## src/rtl/psw_debounce.sv

```systemverilog
// Push-switch conditioner: 2-flop synchroniser, sample-tick prescaler and debounce FSM.
// Emits a clean active-low level, one-cycle press/release pulses and a long-press flag.
module psw_debounce #(
  parameter int C_F_CK     = 135_000_000,
  parameter int C_DBG_ACC  = 0,
  parameter int C_STABLE_N = 8,
  parameter int C_LONG_N   = 1000
) (
  input  logic CK_i,
  input  logic XARST_i,
  input  logic XPSW_i,
  output logic XPSW_o,
  output logic PRESS_o,
  output logic REL_o,
  output logic LONG_o
);

  localparam int C_SMP_CK_N = (C_DBG_ACC != 0) ? 4 : C_F_CK / 1000;
  localparam int PW = (C_SMP_CK_N > 1) ? $clog2(C_SMP_CK_N) : 1;
  localparam int CW = $clog2(C_STABLE_N) + 1;
  localparam int LW = $clog2(C_LONG_N) + 1;
  localparam logic [PW-1:0] P_LAST   = PW'(C_SMP_CK_N - 1);
  localparam logic [CW-1:0] CNT_LAST = CW'(C_STABLE_N - 1);
  localparam logic [LW-1:0] LONG_MAX = LW'(C_LONG_N);
  localparam logic [LW-1:0] LONG_PRE = LW'(C_LONG_N - 1);

  typedef enum logic [1:0] {
    ST_REL   = 2'd0,
    ST_P_CHK = 2'd1,
    ST_PRS   = 2'd2,
    ST_R_CHK = 2'd3
  } state_t;

  logic          s1;
  logic          sw;
  logic [PW-1:0] pcnt;
  logic          ee;
  state_t        state;
  logic [CW-1:0] cnt;
  logic [LW-1:0] long_cnt;

  always_ff @(posedge CK_i or negedge XARST_i) begin
    if (!XARST_i) begin
      s1 <= 1'b1;
      sw <= 1'b1;
    end else begin
      s1 <= XPSW_i;
      sw <= s1;
    end
  end

  // Free-running; the FSM only advances on the wrap cycle.
  assign ee = (pcnt == P_LAST);

  always_ff @(posedge CK_i or negedge XARST_i) begin
    if (!XARST_i) begin
      pcnt <= '0;
    end else if (ee) begin
      pcnt <= '0;
    end else begin
      pcnt <= pcnt + PW'(1);
    end
  end

  always_ff @(posedge CK_i or negedge XARST_i) begin
    if (!XARST_i) begin
      state    <= ST_REL;
      cnt      <= '0;
      long_cnt <= '0;
      XPSW_o   <= 1'b1;
      PRESS_o  <= 1'b0;
      REL_o    <= 1'b0;
      LONG_o   <= 1'b0;
    end else begin
      PRESS_o <= 1'b0;
      REL_o   <= 1'b0;
      if (ee) begin
        case (state)
          ST_REL: begin
            if (!sw) begin
              state <= ST_P_CHK;
              cnt   <= CW'(1);
            end
          end
          ST_P_CHK: begin
            if (sw) begin
              state <= ST_REL;
              cnt   <= '0;
            end else if (cnt == CNT_LAST) begin
              state    <= ST_PRS;
              XPSW_o   <= 1'b0;
              PRESS_o  <= 1'b1;
              cnt      <= '0;
              long_cnt <= '0;
            end else begin
              cnt <= cnt + CW'(1);
            end
          end
          ST_PRS: begin
            if (sw) begin
              state <= ST_R_CHK;
              cnt   <= CW'(1);
            end else begin
              if (long_cnt != LONG_MAX) long_cnt <= long_cnt + LW'(1);
              if (long_cnt >= LONG_PRE) LONG_o <= 1'b1;
            end
          end
          ST_R_CHK: begin
            // long_cnt is deliberately left alone here so a bounce resumes the hold time.
            if (!sw) begin
              state <= ST_PRS;
              cnt   <= '0;
            end else if (cnt == CNT_LAST) begin
              state    <= ST_REL;
              XPSW_o   <= 1'b1;
              REL_o    <= 1'b1;
              LONG_o   <= 1'b0;
              cnt      <= '0;
              long_cnt <= '0;
            end else begin
              cnt <= cnt + CW'(1);
            end
          end
          default: begin
            state <= ST_REL;
            cnt   <= '0;
          end
        endcase
      end
    end
  end

endmodule

```

## config.mk

```make
export PLATFORM = sky130hd
export DESIGN_NAME = psw_debounce
export DESIGN_NICKNAME = d
export VERILOG_FILES = /design/src/rtl/psw_debounce.sv
export SDC_FILE = /design/constraint.sdc
export NUM_CORES = 1
export LEC_CHECK = 0
export CELL_PAD_IN_SITES_DETAIL_PLACEMENT = 0
export CELL_PAD_IN_SITES_GLOBAL_PLACEMENT = 1
export CORE_ASPECT_RATIO = 0.5
export CORE_UTILIZATION = 51
export DETAILED_ROUTE_END_ITERATION = 7
export PLACE_DENSITY_LB_ADDON = 0.1
export SYNTH_ARGS = -nofsm -noshare
export SYNTH_HDL_FRONTEND = slang
export SYNTH_SLANG_ARGS = --single-unit
```

## constraint.sdc

```tcl
create_clock -name CK_i -period 4.6 [get_ports CK_i]
set_input_delay 0.46 -clock CK_i [delete_from_list [all_inputs] [get_ports CK_i]]
set_output_delay 0.46 -clock CK_i [all_outputs]
set_load 0.02 [all_outputs]
```

==> impl_metrics.py <==
metrics = {
    "setup_path": {
        "path_max_fanout": 9,
        "critPathCaptureType": "flop",
        "cp_slowest_cell": "nor2b_1",
        "critical_path_class": "reg2reg",
        "critical_path.cell_chain": "nor2b_1 -> nand2b_1 -> a31oi_2 -> o31ai_4 -> a221o_1",
        "critPathArrivalTime_ps": 2250,
        "rrSetupSlack_ps": 2540,
        "reg2reg_depth": 5,
        "cp-start-kind": "flop",
        "crit_cells": 5,
        "crit_buf_inv": 0,
        "cpPeakStageDelay_ps": 570,
        "cp_top_family": "compound AO/OA/AOI/OAI gates",
        "required_ps": 4780,
    },
    "drt": {
        "wl_met2_um": 1880,
        "vias": 1580,
        "vias_per_cell": 5.90,
        "drt_first_pass_iters": 5,
        "drc_errors": 0,
        "wl_met3_um": 156,
        "top_layer": "met4",
        "wl_per_cell_um": 15.5,
        "ant_nets": 0,
        "drtIter0Drc": 52,
        "wl_met1_um": 2100,
        "routed_wirelength_um": 4150,
    },
    "cts": {
        "clk_pin_slew_ps": 80,
        "clock-root-buffer": "clkbuf_8",
        "clk_path_buf_depth": 2,
        "cts_tree": "done",
        "numCtsBuffers": 5,
        "cts_hold_buffers": 0,
        "cts_resized": 0,
        "clkSinkCount": 41,
        "clock_latency_ps": 300,
        "post_cts_buffers": 0,
        "htree_levels": 2,
    },
    "place": {
        "place_congestion": 0.741,
        "io_buffers": 6,
        "placed_cells": 260,
        "dp_hpwl_um": 2800,
        "place_area_um2": 2190,
    },
    "sta": {
        "timing.final.max_slew_violations": 0,
        "period_needed_ps": 2060,
        "fin_tns_setup_ps": 0,
        "slew_headroom_pct": 37.8,
        "fin_skew_ps": 6.04,
        "finalHoldViolCount": 0,
        "fin_crit_sh_pct": 44.8,
        "setup_violations": 0,
        "rsz0062_at_grt": "false",
        "fmax_ghz": 0.485,
        "worstMarginPinSlew_ps": 933,
    },
    "cells_and_area": {
        "design_area_um2": 2320,
        "synthToLayoutAreaGrowth_pct": 10.6,
        "final_util_pct": 59.2,
        "layout-drive-gt1-share_pct": 9.81,
        "final_nets": 220,
        "diodes": 0,
        "final_cells": 268,
        "nFillCells": 344,
    },
    "logic_synthesis": {
        "synth_seq_cells": 41,
        "netlist_instances": 207,
        "syn_area_um2": 2100,
        "ys_seq_area_share_pct": 49.0,
        "synth.distinct_cells": 44,
        "synthArstFlopShare_pct": 100,
        "synth_commonest_cells": "dfrtp_1, nand2_1, nand3_1, nor2_1, and3_1",
        "synth_area_leader_cell": "dfrtp_1",
        "yosysMostFrequentCell": "dfrtp_1",
        "avgSynthCellArea_um2": 10.2,
        "yosys-top-cells-area": "dfrtp_1, nand3_1, dfstp_2, xnor2_1, xor2_1",
        "synth_enable_flop_cells": 0,
        "synth.net_count": 214,
        "synth_flop_cell": "dfrtp_1",
        "synth_top_area_share_pct": 45.2,
        "yosys_warnings": 0,
    },
    "power_and_ir_drop": {
        "power_density_nw_per_um2": 308,
        "p_clk_share_pct": 47.9,
        "power_mw": 0.716,
        "internal_power_mw": 0.579,
        "seq_power_share_pct": 50.7,
        "netSwitchingPower_mw": 0.137,
        "p_comb_share_pct": 1.4,
        "p_leak_nw": 1.09,
        "ir_worst_vdd_mv": 0.127,
        "p_sw_share_pct": 19.2,
    },
    "global_route": {
        "antenna_found_initial": 0,
        "grt_pass1_vias": 1410,
        "grt_use_total_pct": 20.7,
        "grt_max_degree": 42,
        "grt_overflow_total": 0,
        "grt_pass1_wl_um": 6720,
    },
    "run_status": {
        "outcome": "finished, final reports clean",
    },
    "floorplan": {
        "start_util_pct": 53.6,
        "dieArea_um2": 4400,
        "die_w_um": 92.8,
        "pin_count": 7,
        "rows": 16,
        "die_h_um": 47.4,
        "core_area_um2": 3920,
    },
    "hold_path": {
        "min_path_type": "in2async",
    },
    "flow_run": {
        "cap_violations": 0,
    },
}
[per-layer routing]
| layer | GRT usage (%) | up-vias |
|---|---|---|
| li1 | - | 763 |
| met1 | 27.5 | 792 |
| met2 | 33.8 | 21 |
| met3 | 7.77 | 4 |
| met4 | 3.08 | 0 |
| met5 | 0 | - |
[registers in the layout (all words and copies together), names as in the netlist, named ones only]
signal / flops
pcnt: 18
long_cnt: 11
cnt: 4
LONG_o: 1
PRESS_o: 1
REL_o: 1
XPSW_o: 1
s1: 1
state: 1
sw: 1
[metrics by stage]
| step | hold WS [ps] | setup WS [ps] |
|---|---|---|
| detailed placement | 349 | 2540 |
| floorplan | 164 | 2890 |
| global route | 365 | 2320 |
| CTS | 328 | 2530 |
| finish | 281 | 2540 |
| global placement | 346 | 2510 |
[power by group through the flow]
| stage | Combinational, mW | Clock, mW | Sequential [mW] |
|---|---|---|---|
| finish | 0.00971 | 0.344 | 0.363 |
| global route | 0.0114 | 0.368 | 0.364 |
| CTS | 0.0103 | 0.351 | 0.363 |
| detailed placement | 0.0103 | 0 | 0.370 |
| global placement | 0.0100 | 0 | 0.370 |
| floorplan | 0.00235 | 0 | 0.369 |
[worst reg2reg max path, delay by kind of cell, from the launching register on]
| kind | cells | cell delay, ps |
|---|---|---|
| AOI/OAI and AO/OA | 3 | 750 |
| and+or+nand+nor | 2 | 710 |
| DFF | 1 | 500 |
[logic make-up (layout without fill, tap and decap cells)]
family / count (synthesis) / after routing / synth area share [%]
fa+ha+maj: 4 / 4 / 2.38
compound gates: 34 / 34 / 12.4
mux: 2 / 2 / 0.952
simple gates: 98 / 98 / 26.1
buf+inv: 12 / 19 / 2.50
xor+xnor: 16 / 16 / 6.67
flops: 41 / 41 / 49.0
[cell usage in the layout (no fill, tap or decap), types with 2 or more instances in the layout]
master,instances
a21o_1,5
bufinv_16,2
nand3_1,18
o31a_1,2
a211o_1,4
xor2_1,8
nor3_1,8
a32o_1,2
nand4_1,3
nor3_2,2
nand2b_1,4
xnor2_1,8
mux2i_1,2
ha_1,4
clkbuf_8,5
and3_1,11
inv_1,5
clkdlybuf4s50_1,5
nand4b_1,2
dfstp_2,3
nand2_1,18
o21ai_0,7
a21oi_1,2
nor2_1,14
o21ai_1,2
and2_1,4
o31ai_1,3
and4_1,4
a31oi_1,2
dfrtp_1,38
[final timing paths]
| path | end | startpoint |
|---|---|---|
| setup / recovery | long_cnt[9] | flop |
| hold / removal | long_cnt[8] | XARST_i |
| setup reg to reg | long_cnt[9] | flop |
| hold reg to reg | sw | s1 |
| max in group asynchronous | pcnt[17] | XARST_i |
| min in group CK_i | sw | s1 |
[final cells by class]
type | instances | area, um2 | area share [%]
Multi-Input combinational cell | 154 | 1020 | 43.9
Timing Repair Buffer | 6 | 55.1 | 2.37
Clock buffer | 5 | 68.8 | 2.96
Tap cell | 54 | 67.6 | 2.91
Inverter | 5 | 18.8 | 0.807
Clock inverter | 3 | 65.1 | 2.80
Sequential cell | 41 | 1030 | 44.3
No activity file was read; power rests on OpenSTA's default activity.
